$ cat config.mk
export PLATFORM = sky130hd
export DESIGN_NAME = game_led_ctrl_flat
export DESIGN_NICKNAME = d
export VERILOG_FILES = /design/src/rtl/game_led_pkg.sv /design/src/rtl/game_led_ctrl_if.sv /design/src/rtl/game_led_ctrl_seg7.sv /design/src/rtl/game_led_ctrl.sv /design/src/flat_wrapper.sv
export SDC_FILE = /design/constraint.sdc
export NUM_CORES = 1
export LEC_CHECK = 0
export CORE_ASPECT_RATIO = 0.7
export CORE_MARGIN = 2
export CORE_UTILIZATION = 38
export DETAILED_ROUTE_END_ITERATION = 12
export PLACE_DENSITY = 0.66
export SYNTH_ARGS = -nofsm -noshare
export SYNTH_HDL_FRONTEND = slang
export SYNTH_SLANG_ARGS = --single-unit
$ cat constraint.sdc
create_clock -name clk_clk -period 4.22 [get_ports clk_clk]
set_input_delay 0.844 -clock clk_clk [delete_from_list [all_inputs] [get_ports clk_clk]]
set_output_delay 0.844 -clock clk_clk [all_outputs]
set_load 0.02 [all_outputs]
$ cat src/rtl/game_led_pkg.sv
// game_led_pkg: shared opcodes, state encoding and display constants for the LED controller
package game_led_pkg;
    localparam logic [1:0] OP_CLEAR = 2'b00;
    localparam logic [1:0] OP_SCORE = 2'b01;
    localparam logic [1:0] OP_WIN   = 2'b10;
    localparam logic [1:0] OP_RAW   = 2'b11;
    localparam logic [6:0] SEG_BLANK = 7'h7F;
    localparam int MAX_DIGIT = 4;
    typedef enum logic [1:0] {ST_IDLE, ST_ANIM, ST_HOLD} state_t;
    function automatic logic [3:0] thermo(input logic [2:0] n);
        return 4'((5'd1 << n) - 5'd1);
    endfunction
endpackage

$ cat src/rtl/game_led_ctrl_if.sv
// game_led_ctrl_if: PIO command word in, LED/digit/status drive out
interface game_led_ctrl_if;
    logic [9:0] pio_word;
    logic [9:0] ledr;
    logic [6:0] hex_bulls;
    logic [6:0] hex_cows;
    logic       busy;
    logic       cmd_err;
    modport master (output pio_word, input ledr, hex_bulls, hex_cows, busy, cmd_err);
    modport slave  (input pio_word, output ledr, hex_bulls, hex_cows, busy, cmd_err);
endinterface

$ cat src/rtl/game_led_ctrl_seg7.sv
// seg7_digit: 0..4 to active-low gfedcba pattern, blank when invalid or out of range
module seg7_digit
    import game_led_pkg::*;
(
    input  logic [2:0] val_i,
    input  logic       vld_i,
    output logic [6:0] seg_o
);
    always_comb
        seg_o = (!vld_i || val_i > 3'(MAX_DIGIT)) ? SEG_BLANK :
                val_i == 3'd0 ? 7'h40 :
                val_i == 3'd1 ? 7'h79 :
                val_i == 3'd2 ? 7'h24 :
                val_i == 3'd3 ? 7'h30 : 7'h19;
endmodule

$ cat src/rtl/game_led_ctrl.sv
// game_led_ctrl: toggle-strobed PIO command decoder driving LEDs, score digits and a win animation
module game_led_ctrl
    import game_led_pkg::*;
#(
    parameter int TICK_DIV  = 5000000,
    parameter int WIN_STEPS = 20
) (
    input logic            clk_clk,
    input logic            reset_reset_n,
    game_led_ctrl_if.slave led_if
);
    localparam int TW = TICK_DIV > 1 ? $clog2(TICK_DIV) : 1;
    logic [9:0]    word_q, ledr_q, ledr_d;
    logic          last_tog_q, last_tog_d;
    state_t        state_q, state_d;
    logic [2:0]    bulls_q, bulls_d, cows_q, cows_d;
    logic          vld_q, vld_d, busy_q, busy_d, err_q, err_d;
    logic [TW-1:0] tick_q, tick_d;
    logic [4:0]    step_q, step_d;
    logic [6:0]    hex_b_q, hex_c_q, hex_b_d, hex_c_d;
    logic          cmd, score_ok, tick_end;
    logic [1:0]    op;
    logic [6:0]    pay;

    assign cmd      = word_q[9] != last_tog_q;
    assign op       = word_q[8:7];
    assign pay      = word_q[6:0];
    assign score_ok = {1'b0, pay[5:3]} + {1'b0, pay[2:0]} <= 4'(MAX_DIGIT);
    assign tick_end = state_q == ST_ANIM && tick_q == TW'(TICK_DIV - 1);

    // Animation advances first; an accepted command then overrides, so CLEAR beats the final tick
    always_comb begin
        last_tog_d = cmd ? word_q[9] : last_tog_q;
        state_d    = state_q;
        ledr_d     = ledr_q;
        bulls_d    = bulls_q;
        cows_d     = cows_q;
        vld_d      = vld_q;
        busy_d     = busy_q;
        err_d      = 1'b0;
        tick_d     = state_q == ST_ANIM ? (tick_end ? '0 : tick_q + 1'b1) : tick_q;
        step_d     = step_q;
        if (tick_end) begin
            state_d = step_q == 5'(WIN_STEPS - 1) ? ST_HOLD : ST_ANIM;
            ledr_d  = step_q == 5'(WIN_STEPS - 1) ? 10'h3FF : {ledr_q[8:0], ledr_q[9]};
            busy_d  = step_q != 5'(WIN_STEPS - 1);
            step_d  = step_q == 5'(WIN_STEPS - 1) ? 5'd0 : step_q + 5'd1;
        end
        if (cmd) begin
            if (op == OP_CLEAR) begin
                state_d = ST_IDLE;
                ledr_d  = '0;
                bulls_d = '0;
                cows_d  = '0;
                vld_d   = 1'b0;
                busy_d  = 1'b0;
                tick_d  = '0;
                step_d  = '0;
            end else if (state_q == ST_ANIM || (op == OP_SCORE && !score_ok)) begin
                err_d = 1'b1;
            end else if (op == OP_SCORE) begin
                state_d = ST_IDLE;
                bulls_d = pay[5:3];
                cows_d  = pay[2:0];
                vld_d   = 1'b1;
                ledr_d  = {6'b0, thermo(pay[5:3])};
            end else if (op == OP_WIN) begin
                state_d = ST_ANIM;
                ledr_d  = 10'h001;
                busy_d  = 1'b1;
                tick_d  = '0;
                step_d  = '0;
            end else begin
                state_d = ST_IDLE;
                ledr_d  = {3'b0, pay};
            end
        end
    end

    seg7_digit u_bulls (.val_i(bulls_d), .vld_i(vld_d), .seg_o(hex_b_d));
    seg7_digit u_cows  (.val_i(cows_d),  .vld_i(vld_d), .seg_o(hex_c_d));

    always_ff @(posedge clk_clk) begin
        if (!reset_reset_n) begin
            word_q     <= led_if.pio_word;
            last_tog_q <= led_if.pio_word[9];
            state_q    <= ST_IDLE;
            ledr_q     <= '0;
            bulls_q    <= '0;
            cows_q     <= '0;
            vld_q      <= 1'b0;
            busy_q     <= 1'b0;
            err_q      <= 1'b0;
            tick_q     <= '0;
            step_q     <= '0;
            hex_b_q    <= SEG_BLANK;
            hex_c_q    <= SEG_BLANK;
        end else begin
            word_q     <= led_if.pio_word;
            last_tog_q <= last_tog_d;
            state_q    <= state_d;
            ledr_q     <= ledr_d;
            bulls_q    <= bulls_d;
            cows_q     <= cows_d;
            vld_q      <= vld_d;
            busy_q     <= busy_d;
            err_q      <= err_d;
            tick_q     <= tick_d;
            step_q     <= step_d;
            hex_b_q    <= hex_b_d;
            hex_c_q    <= hex_c_d;
        end
    end

    assign led_if.ledr      = ledr_q;
    assign led_if.hex_bulls = hex_b_q;
    assign led_if.hex_cows  = hex_c_q;
    assign led_if.busy      = busy_q;
    assign led_if.cmd_err   = err_q;
endmodule

$ cat src/flat_wrapper.sv
// flat-port wrapper written by rule: the top's interface ports become plain ports
module game_led_ctrl_flat import game_led_pkg::*;
#(
    parameter int TICK_DIV  = 5000000,
    parameter int WIN_STEPS = 20
)
  (clk_clk, reset_reset_n, led_if_pio_word, led_if_ledr, led_if_hex_bulls, led_if_hex_cows, led_if_busy, led_if_cmd_err);
  game_led_ctrl_if led_if_i ();
  input logic clk_clk;
  input logic reset_reset_n;
  input wire logic [$bits(led_if_i.pio_word)-1:0] led_if_pio_word;
  output wire logic [$bits(led_if_i.ledr)-1:0] led_if_ledr;
  output wire logic [$bits(led_if_i.hex_bulls)-1:0] led_if_hex_bulls;
  output wire logic [$bits(led_if_i.hex_cows)-1:0] led_if_hex_cows;
  output wire logic [$bits(led_if_i.busy)-1:0] led_if_busy;
  output wire logic [$bits(led_if_i.cmd_err)-1:0] led_if_cmd_err;
  assign led_if_i.pio_word = led_if_pio_word;
  assign led_if_ledr = led_if_i.ledr;
  assign led_if_hex_bulls = led_if_i.hex_bulls;
  assign led_if_hex_cows = led_if_i.hex_cows;
  assign led_if_busy = led_if_i.busy;
  assign led_if_cmd_err = led_if_i.cmd_err;
  game_led_ctrl #(.TICK_DIV(TICK_DIV), .WIN_STEPS(WIN_STEPS)) u_core (.clk_clk(clk_clk), .reset_reset_n(reset_reset_n), .led_if(led_if_i));
endmodule
==> summary.txt <==
Pwr
  – Flop pwr share: 40.7%
  – Switch Pwr: 0.400 mW
  – Power Total: roughly 1.8 mW
  – LEAKAGE: around 1.5 nW
  – Pwr Density: approximately 430 nW/um^2
  – VDD IR max: roughly 0.19 mV
  – Net Sw Frac: between 20 and 25%
  – Clk pwr share: 50.0%
  – Combinational share of power: under 10%
  – Internal Power: 1.38 mW

Yosys
  – Post-synthesis xor/xnor area fraction: 7.06%
  – Post-Syn Instances: 386
  – Avg Cell Area, Syn: 8.68 sq um
  – Yosys Warn Count: 0
  – Register area share after synthesis: 43.3%
  – Post-Synth Adder-Cell Area: around 2.8%
  – Register bit total from synthesis: 72
  – Post-synthesis mux area share: 2.91%
  – Synth unique cells: 58
  – Synth Flop Type: dfxtp_1
  – EDFF count, synth: 1
  – Largest family of logic cells by synthesized area: simple AND/OR/NAND/NOR gates
  – Ys async rst share: 0%
  – Syn_nets: 405
  – Mapped Area: 3350 sq um
  – Synth Area in Compound Gates: between 10 and 15%
  – Post-Synth Simple-Gate Area: a little over a quarter

Clock network
  – CTS tree: yes
  – Clock sinks: a little over 70
  – H-tree Lvls: 3
  – # resized after CTS: 0
  – Post-CTS Hold Buffers: 0
  – Cts bufs inserted: 9
  – CTS clk-pin slew, worst paths: 50 ps
  – Clock latency on the worst-skew pair: 330 ps
  – Setup Buffers After CTS: 0
  – Largest buffer count on any clock path: 2
  – Clk Tree Root Cell: clkbuf_16

Finish
  – Ratio of cells with drive above 1 in the final layout: 7.33%
  – # diodes: 0
  – Fin nets: 437
  – Most frequent cells in the layout: dfxtp_1 (71), nor2_1 (49), clkdlybuf4s50_1 (37)
  – Final Core Density: around half
  – Area Growth Syn to Fin: 24.3%
  – Most common cell after layout, fill and taps aside: dfxtp_1

GRT
  – Vias in the first global route: roughly 2.6k
  – Largest net degree at the start of global routing: 22
  – GRT Total Usage: a little under a fifth
  – GR Overflow Total: 0
  – Initial antenna violation count: 0
  – First-pass GRT wire length: around 13000 um

Setup path
  – WS Path Type: reg -> reg
  – Critical Path Fanout Max: 8
  – Crit path capture type: register
  – Critical Path RT: roughly 4400 ps
  – Critical Path Start Type: register
  – Crit path DAT: approximately 3300 ps

Placement
  – IO buf count: 37
  – HPWL Detailed: approximately 5700 um
  – Placer Congestion: 0.878
  – DP Worst Slack: roughly 1000 ps

STA
  – Unrepaired setup endpoints after global routing: false
  – Clk_skew: 6.43 ps
  – Final WS setup: 1110 ps
  – Setup TNS: 0 ps
  – Fmax: 0.321 GHz
  – Hold Violations, Final: 0
  – Final number of max-transition violations: 0
  – Fin crit period: 3110 ps
  – Final setup vio count: 0
  – Crit share post-route: roughly 74%
  – Worst hold margin: 465 ps
  – Worst Tran Pin Value: 914 ps
  – Relative slew slack: 38.6%

Floorplanning
  – DIE AREA: 9590 sq um
  – # IOs: 38
  – DIE HEIGHT: 82.6 um
  – Core ar.: 8510 sq um
  – Std-Cell Rows: 28
  – Initial cell density of the core: 39.3%
  – Die width: 116 um

Drt
  – TritonRoute pass-1 iters: 5
  – Wire per inst: 14.7 um
  – DRC viols: 0
  – Vias/cell: between 5 and 6
  – Total number of vias: 2889
  – First DRT Iteration DRCs: 318
  – Post-route ant nets: 0
  – Post-Route WL: 7960 um

Worst hold path
  – Worst Hold Class: reg -> reg

Run
  – Max Cap Violations: 0

Status
  – Status: complete, no violations
==> per-layer routing <==
layer  routed length [um]  vias to the layer above  share of wire [%]  GRT usage [%]
met5                    0                        -                  0              0
met4                  113                        0                1.4           7.86
met3                  562                       13                7.1           4.09
met2                 3100                       99                 39           24.2
met1                 4180                     1344                 53           27.1
li1                     -                     1433                  -              -
==> kinds of logic (layout without fill, tap and decap cells) <==
kind of cell	after synthesis	in the layout
xor gates and xnor gates	27	27
and+or+nand+nor	174	174
muxes	9	9
adders and majority gates	7	7
DFF	72	72
AOI/OAI and AO/OA	68	68
buffers and inverters	29	66
==> through the flow <==
stage                     area, sq um  instances
after global routing             4160        543
after CTS                        4160        543
after detailed placement         3810        527
after floorplan                  3350        386
after global placement           3810        527
final                            4160        543
==> power by group through the flow <==
stage | registers (mW) | logic, mW | clock network (mW)
floorplan | 0.743 | 0.0982 | 0
global placement | 0.738 | 0.161 | 0
detailed placement | 0.739 | 0.163 | 0
CTS | 0.724 | 0.165 | 0.903
global route | 0.727 | 0.181 | 0.930
finish | 0.724 | 0.166 | 0.889
==> registers in the layout (all words and copies together), names as in the netlist <==
| name | cells |
|---|---|
| u_core.bulls_q | 3 |
| u_core.cows_q | 3 |
| u_core.last_tog_q | 1 |
| u_core.led_if.busy | 1 |
| u_core.led_if.cmd_err | 1 |
| u_core.led_if.hex_bulls | 6 |
| u_core.led_if.hex_cows | 6 |
| u_core.led_if.ledr | 10 |
| u_core.state_q | 2 |
| u_core.step_q | 5 |
| u_core.tick_q | 23 |
| u_core.vld_q | 1 |
| u_core.word_q | 10 |
==> cells in the mapped netlist (3+ instances only) <==
library cell,count,area [sq um]
nand2_1,31,116
mux2_2,3,33.8
nor2_1,49,184
buf_2,6,30.0
clkbuf_1,10,37.5
nand2b_1,4,25.0
inv_1,11,41.3
a21oi_1,16,80.1
and3_1,6,37.5
nand4_1,8,50.1
nor2b_1,4,25.0
o2111ai_1,3,26.3
ha_1,6,75.1
nor4b_1,6,52.6
mux2i_1,5,50.1
o21ai_0,14,70.1
or2_2,4,25.0
xor2_1,10,87.6
a211oi_1,3,22.5
nor4_1,3,18.8
dfxtp_1,71,1420
and2_1,4,25.0
o31ai_1,5,37.5
a31oi_1,3,18.8
a21boi_0,4,30.0
nand3_1,12,60.1
o32ai_1,3,26.3
xnor2_1,17,149
nor3_1,26,130
==> worst max-delay path: stages (launching register included) <==
cell	delay (ps)
dfxtp_1	500
ha_1	250
inv_1	60
fa_1	480
nand2b_1	80
a221oi_2	530
nand2_1	360
o31ai_1	510
o21ai_0	180
==> worst paths after layout <==
check	slack [ps]	endpoint	start	depth (start not counted)
worst max-delay path	1110	u_core.led_if.hex_bulls[3]	u_core.word_q[3]	8
worst min-delay path	460	u_core.led_if.ledr[6]	u_core.word_q[6]	2
worst max register to register	1110	u_core.led_if.hex_bulls[3]	u_core.word_q[3]	8
worst min register to register	460	u_core.led_if.ledr[6]	u_core.word_q[6]	2
==> layout make-up <==
class	instances	area [sq um]
inverters	11	41.3
flip-flops and latches	72	1450
clock buffers	11	253
clock inverters	5	103
multi-input cells	285	1780
fillers	789	4350
repair buffers	39	385
well taps	120	150
No activity file was read; power rests on OpenSTA's default activity.
